===== src/rtl/cache_refill_unit.sv =====
// Line refill engine: optional dirty-victim writeback burst, then a read burst that
// assembles one cache line for the controller. Writeback path enabled by REFILL_WRITEBACK_EN.
module cache_refill_unit #(
  parameter int NUM_WAYS = 8,
  parameter int ADDR_W   = 32,
  parameter int LINE_W   = 128,
  parameter int BEAT_W   = 32,
  localparam int WAY_W   = $clog2(NUM_WAYS)
) (
  input  logic              clk,
  input  logic              rst,
  input  logic              miss_valid,
  output logic              miss_ready,
  input  logic [ADDR_W-1:0] miss_addr,
  input  logic [WAY_W-1:0]  miss_way,
  input  logic              miss_wb,
  input  logic [ADDR_W-1:0] miss_wb_addr,
  input  logic [LINE_W-1:0] miss_wb_data,
  output logic              mem_req_valid,
  input  logic              mem_req_ready,
  output logic              mem_req_write,
  output logic [ADDR_W-1:0] mem_req_addr,
  output logic [BEAT_W-1:0] mem_wdata,
  output logic              mem_wvalid,
  input  logic              mem_wready,
  input  logic [BEAT_W-1:0] mem_rdata,
  input  logic              mem_rvalid,
  output logic              fill_valid,
  input  logic              fill_ready,
  output logic [ADDR_W-1:0] fill_addr,
  output logic [WAY_W-1:0]  fill_way,
  output logic [LINE_W-1:0] fill_data,
  output logic              busy
);

  localparam int BEATS = LINE_W / BEAT_W;
  localparam int CNT_W = (BEATS > 1) ? $clog2(BEATS) : 1;
  localparam logic [ADDR_W-1:0] ALIGN_MASK = ~ADDR_W'(LINE_W / 8 - 1);
  localparam logic [CNT_W-1:0]  CNT_LAST   = CNT_W'(BEATS - 1);

  typedef enum logic [2:0] {
    S_IDLE,
    S_WB_REQ,
    S_WB_DATA,
    S_RD_REQ,
    S_RD_DATA,
    S_FILL
  } state_t;

  state_t              state_q, state_d;
  logic [ADDR_W-1:0]   addr_q, addr_d;
  logic [WAY_W-1:0]    way_q, way_d;
  logic [CNT_W-1:0]    cnt_q, cnt_d;
  logic [LINE_W-1:0]   line_q, line_d;
  logic [BEATS-1:0]    beat_we;
  logic                cnt_last;

`ifdef REFILL_WRITEBACK_EN
  logic [ADDR_W-1:0]   wb_addr_q, wb_addr_d;
  logic [LINE_W-1:0]   wb_data_q, wb_data_d;
  logic [BEAT_W-1:0]   wb_beat [BEATS];
`else
  logic                unused_wb_inputs;
  assign unused_wb_inputs = ^{miss_wb, miss_wb_addr, miss_wb_data, mem_wready};
`endif

  assign cnt_last = (cnt_q == CNT_LAST);

  // Each beat slot of the line buffer loads only while its index is the current count.
  for (genvar gi = 0; gi < BEATS; gi++) begin : g_beat
    assign beat_we[gi] = (state_q == S_RD_DATA) && mem_rvalid && (cnt_q == CNT_W'(gi));
    assign line_d[gi*BEAT_W +: BEAT_W] = beat_we[gi] ? mem_rdata : line_q[gi*BEAT_W +: BEAT_W];
`ifdef REFILL_WRITEBACK_EN
    assign wb_beat[gi] = wb_data_q[gi*BEAT_W +: BEAT_W];
`endif
  end

  always_ff @(posedge clk or posedge rst) begin
    if (rst) begin
      state_q <= S_IDLE;
    end else begin
      state_q <= state_d;
    end
  end

  always_comb begin
    state_d = state_q;
    case (state_q)
      S_IDLE: begin
        if (miss_valid) begin
`ifdef REFILL_WRITEBACK_EN
          state_d = miss_wb ? S_WB_REQ : S_RD_REQ;
`else
          state_d = S_RD_REQ;
`endif
        end
      end
`ifdef REFILL_WRITEBACK_EN
      S_WB_REQ:  if (mem_req_ready) state_d = S_WB_DATA;
      S_WB_DATA: if (mem_wready && cnt_last) state_d = S_RD_REQ;
`endif
      S_RD_REQ:  if (mem_req_ready) state_d = S_RD_DATA;
      S_RD_DATA: if (mem_rvalid && cnt_last) state_d = S_FILL;
      S_FILL:    if (fill_ready) state_d = S_IDLE;
      default:   state_d = S_IDLE;
    endcase
  end

  always_comb begin
    miss_ready    = (state_q == S_IDLE) && !rst;
    busy          = (state_q != S_IDLE);
    mem_req_valid = 1'b0;
    mem_req_write = 1'b0;
    mem_req_addr  = '0;
    mem_wvalid    = 1'b0;
    mem_wdata     = '0;
    fill_valid    = 1'b0;
    case (state_q)
`ifdef REFILL_WRITEBACK_EN
      S_WB_REQ: begin
        mem_req_valid = 1'b1;
        mem_req_write = 1'b1;
        mem_req_addr  = wb_addr_q;
      end
      S_WB_DATA: begin
        mem_wvalid = 1'b1;
        mem_wdata  = wb_beat[cnt_q];
      end
`endif
      S_RD_REQ: begin
        mem_req_valid = 1'b1;
        mem_req_addr  = addr_q;
      end
      S_FILL:  fill_valid = 1'b1;
      default: ;
    endcase
  end

  assign fill_addr = addr_q;
  assign fill_way  = way_q;
  assign fill_data = line_q;

  always_comb begin
    addr_d = addr_q;
    way_d  = way_q;
    cnt_d  = cnt_q;
`ifdef REFILL_WRITEBACK_EN
    wb_addr_d = wb_addr_q;
    wb_data_d = wb_data_q;
`endif
    case (state_q)
      S_IDLE: begin
        if (miss_valid) begin
          addr_d = miss_addr & ALIGN_MASK;
          way_d  = miss_way;
`ifdef REFILL_WRITEBACK_EN
          wb_addr_d = miss_wb_addr & ALIGN_MASK;
          wb_data_d = miss_wb_data;
`endif
        end
      end
`ifdef REFILL_WRITEBACK_EN
      S_WB_REQ:  if (mem_req_ready) cnt_d = '0;
      S_WB_DATA: if (mem_wready) cnt_d = cnt_q + CNT_W'(1);
`endif
      S_RD_REQ:  if (mem_req_ready) cnt_d = '0;
      S_RD_DATA: if (mem_rvalid) cnt_d = cnt_q + CNT_W'(1);
      default: ;
    endcase
  end

  // A reset mid-burst drops the partial line and any pending victim data.
  always_ff @(posedge clk or posedge rst) begin
    if (rst) begin
      addr_q <= '0;
      way_q  <= '0;
      cnt_q  <= '0;
      line_q <= '0;
`ifdef REFILL_WRITEBACK_EN
      wb_addr_q <= '0;
      wb_data_q <= '0;
`endif
    end else begin
      addr_q <= addr_d;
      way_q  <= way_d;
      cnt_q  <= cnt_d;
      line_q <= line_d;
`ifdef REFILL_WRITEBACK_EN
      wb_addr_q <= wb_addr_d;
      wb_data_q <= wb_data_d;
`endif
    end
  end

endmodule


===== config.mk =====
export PLATFORM = sky130hd
export DESIGN_NAME = cache_refill_unit
export DESIGN_NICKNAME = d
export VERILOG_FILES = /design/src/rtl/cache_refill_unit.sv
export SDC_FILE = /design/constraint.sdc
export NUM_CORES = 1
export LEC_CHECK = 0
export ABC_CLOCK_PERIOD_IN_PS = 6480
export CAP_MARGIN = 15
export CORE_AREA = 2 2 184 186
export DETAILED_ROUTE_END_ITERATION = 10
export DIE_AREA = 0 0 186 188
export PLACE_DENSITY = 0.61
export SYNTH_ARGS = -nofsm -noshare
export SYNTH_HDL_FRONTEND = slang
export SYNTH_SLANG_ARGS = --single-unit

===== constraint.sdc =====
create_clock -name clk -period 6.48 [get_ports clk]
set_input_delay 1.62 -clock clk [delete_from_list [all_inputs] [get_ports clk]]
set_output_delay 1.62 -clock clk [all_outputs]
set_load 0.01 [all_outputs]

; Word level (Yosys, flattened, before mapping)
; Cells that the tools add are included.
[op_classes]
add_sub_neg = 1
n_mux = 11
n_reduce_logical = 15
eq_ne = 11
[ops]
columns = operator, n
row1 = two-way mux 32 bit, 1
row2 = two-way mux 3 bit, 4
row3 = case mux 3 bit (4 select lines), 1
row4 = inequality test 2 bit (second input constant), 4
row5 = logical AND 1 bit, 7
row6 = equality test 3 bit (second input constant), 2
row7 = equality test 2 bit (second input constant), 2
row8 = two-way mux 2 bit, 2
row9 = case mux 2 bit (2 select lines), 1
row10 = AND reduction 4 bit, 1
row11 = equality test 3 x 2 -> 1 bit (second input constant), 1
row12 = zero test 3 bit, 1
row13 = AND reduction 3 bit, 1
row14 = nonzero test 3 bit, 1
row15 = adder 2 x 1 -> 2 bit (second input constant), 1
row16 = equality test 2 x 1 -> 1 bit (second input constant), 1
row17 = zero test 2 bit, 1
row18 = two-way mux 1 bit, 2
row19 = inequality test 2 x 1 -> 1 bit (second input constant), 1
row20 = AND reduction 2 bit, 1
row21 = nonzero test 2 bit, 1
row22 = zero test 1 bit, 1
[word_totals]
reg_bits = 164
out_inout_bits = 233

; Depth between registers and ports, before layout
[depth]
word_depth = 4
depth_mapped = 5
depth_no_buf = 4

; Worst setup path before layout
; OpenSTA, ideal clock, no wires.
[synth_path]
path_kind = input -> output
from = input port rst
to = output port miss_ready
path_stages = 1
t_arrival_ps = 1789
slack_ps = 3071
required_time_ps = 4860
path_cell_list = nor2_1
[synth_via]
elab_chain_len = 2
[synth_lines]
columns = element, line_no
row1 = from (decl), 11  ; input logic rst,
row2 = zero test 1 bit (no line), n/a
row3 = logical AND 1 bit, 110  ; miss_ready = (state_q == S_IDLE) && !rst;
row4 = to (decl), 13  ; output logic miss_ready,
; Every way passes these cells.

; Worst setup path after layout
; Same ends and word-level chain as after synthesis.

==> summary.txt <==
status = finished clean
Max-slew headroom = 40.3%
Yosys top cell by area = dfrtp_1
worst-path fanout max = 2
GRT overflow = 0
fin. max-slew vios = 0
DRC viols = 0
Seq/Total Area, Yosys = 59.6%
Post-Syn Area = 6880 um2
site row count = 67
Hold Fails Final Rpt = 0
minimum clock period = 4.51 ns
crit path kind = primary input to primary output
CP max stage cell = clkdlybuf4s50_1
ant diodes = 0
hold depth = 1
Switch Pwr = 1.22 mW
Period Utilization, post-route = 69.6%
Vias per Instance = 3.75
register area = 4100 um2
most frequent CP cell = clkdlybuf4s50_1
CTS tree = built
CP Launch Type = primary input
clock latency on the worst-skew pair = 0.42 ns
R2R depth = 3
Critical Path Max Stage Delay = 0.56 ns
placed inst area = 9700 um2
area delta synth->final = 50.3%
sequential power share = 37.0%
full die area = 35,000 um2
final instance area = 10,300 um2
Vias = 4,376
final setup fails = 0
#FFs+latches synth = 164
Initial Utilization = 20.8%
max-cap violations = 0
Int Pwr = 3.03 mW
Root Driver = clkbuf_16
placed insts = 1,134
largest net degree at the start of global routing = 99
Post-synth top cells = dfrtp_1 (164), mux2_2 (149), buf_4 (43)
Pre-antenna DRT Iters = 4
Final Core Density = 31.2%
Synth Flop Type = dfrtp_1
Global Route Usage Sum = 10.3%
logic gate share of total power = 37.2%
ANT nets after route = 0
synthesized area per cell = 15.4 um2
Synth Instances = 446
Pwr Total = 4.24 mW
top-area cell type share of the netlist area = 59.6%
pwr/cell area = 410 nW/um2
H-tree depth = 4
clk slew on worst S/H paths = 0.06 ns
Fin Setup TNS = 0 ns
cells resized by post-CTS repair = 0
reg2reg end = fill_addr[31]$_DFFE_PP0P_
Syn. warnings = 0
share of layout cells above drive strength 1 = 28.0%
crit end category = primary output
hold_sp = fill_data[92]$_DFFE_PP0P_
R2R Setup Slk = 4.35 ns
Hold Slack = 0.494 ns
initial antenna violation count = 0
setup slack after layout = 1.97 ns
Peak Freq = 222 MHz
dominant cells by area after synthesis = dfrtp_1 (60%), mux2_2 (24%), buf_4 (4.7%)
Filler cells = 3,358
Post-layout nets = 944
Die Height = 188 um
area occupied by multi-input gates = 2400 um2
DRT Wirelength = 17.7 mm
clk sink count = 164
clock skew = 0.00802 ns
post-detail-place hpwl = 12.0 mm
CTS Buffer Depth = 2
Finished Layout Cells = 1,166
HP Class = register to register
Hold-fix buffers, CTS = 0
CP required = 4.86 ns
RSZ-0062 raised after global routing = false
number of port buffers = 259
Placer Congestion = 0.679
vias in the first global route = 4,685
Top Ports = 468
CTS buffer count = 17
most common cell in the netlist = dfrtp_1
Die X = 186 um
ys async rst share = 100%
DRT iter0 DRCs = 64
reg2reg start = state_q[0]$_DFFE_PP0P_
clock share of power = 25.8%
worst vdd ir = 0.247 mV
postcts setup bufs = 0
leakage dissipation = 4.69 nW
first-pass GRT wire length = 27.1 mm
Hold Path End = fill_data[92]$_DFFE_PP0P_
DP Worst Slack = 1.91 ns
core outline area = 33,100 um2
switching share of total power = 28.7%
Netlist cell types = 29
critical path, cell by cell = clkdlybuf4s50_1 -> nor2_1 -> clkdlybuf4s50_1
CP Data Arrival Time = 2.89 ns
EDFF count, synth = 0
Worst-Margin Slew = 0.893 ns
wire per inst = 15.1 um
-- power groups by stage --
| stage | logic, mW | registers [mW] | clock network [mW] |
|---|---|---|---|
| after floorplan | 0.577 | 1.72 | 0 |
| after global placement | 1.59 | 1.57 | 0 |
| after detailed placement | 1.60 | 1.59 | 0 |
| after CTS | 1.61 | 1.57 | 1.14 |
| after global routing | 1.69 | 1.62 | 1.17 |
| final | 1.58 | 1.57 | 1.09 |
-- cell families after synthesis --
| logic type | count (synthesis) | synth area share (%) |
|---|---|---|
| buf+inv | 66 | 7.72 |
| simple gates | 44 | 4.47 |
| other cells | 1 | 0.0545 |
| compound gates | 7 | 0.800 |
| mux | 160 | 26.6 |
| fa+ha+maj | 4 | 0.727 |
| flops | 164 | 59.6 |
-- final cells by class --
type / count / share of cell area (%)
Tap cell: 448 / 5.42
Clock buffer: 22 / 4.78
Sequential cell: 164 / 39.7
Inverter: 5 / 0.230
Clock inverter: 10 / 1.42
Timing Repair Buffer: 260 / 25.3
Multi-Input combinational cell: 257 / 23.2
-- state kept, by name (all words and copies together) (netlist names) --
register / flops
fill_way: 3
cnt_q: 2
fill_data: 128
fill_addr: 28
state_q: 3
-- per-layer routing --
metal / vias up / wire length (um) / share of wire [%] / global-route usage [%]
met4: 0 / 246 / 1.4 / 3.36
met2: 190 / 8430 / 48 / 17.0
li1: 1982 / - / - / -
met5: - / 0 / 0 / 0
met3: 13 / 1900 / 11 / 5.54
met1: 2191 / 7080 / 40 / 11.2
-- layout by cell type, fill, tap and decap left out, types with 2 or more instances in the layout --
cell type,netlist,layout
clkdlybuf4s50_1,0,259
bufinv_16,0,3
nor2_1,3,3
nand2_1,2,2
mux2_1,3,3
mux2_4,8,8
and2_1,28,28
inv_1,5,4
clkbuf_16,0,17
dfrtp_1,164,164
mux2_2,149,149
nand2_4,4,4
clkinv_4,0,5
conb_1,1,42
clkbuf_8,4,5
ha_1,4,4
-- worst max path at each step --
stage               start                    to  slack (ns)  depth (start not counted)
finish                rst            miss_ready        1.97                          3
floorplan             rst  cnt_q[0]$_DFFE_PP0P_        0.43                          1
CTS                   rst            miss_ready        1.91                          3
global route          rst            miss_ready        1.88                          3
global placement      rst            miss_ready        1.91                          3
detailed placement    rst            miss_ready        1.91                          3
-- worst max-delay path, delay by kind of cell --
kind	cells	cell delay, ns
buf+inv	2	1.12
simple gates	1	0.15
No activity file was read; power rests on OpenSTA's default activity.
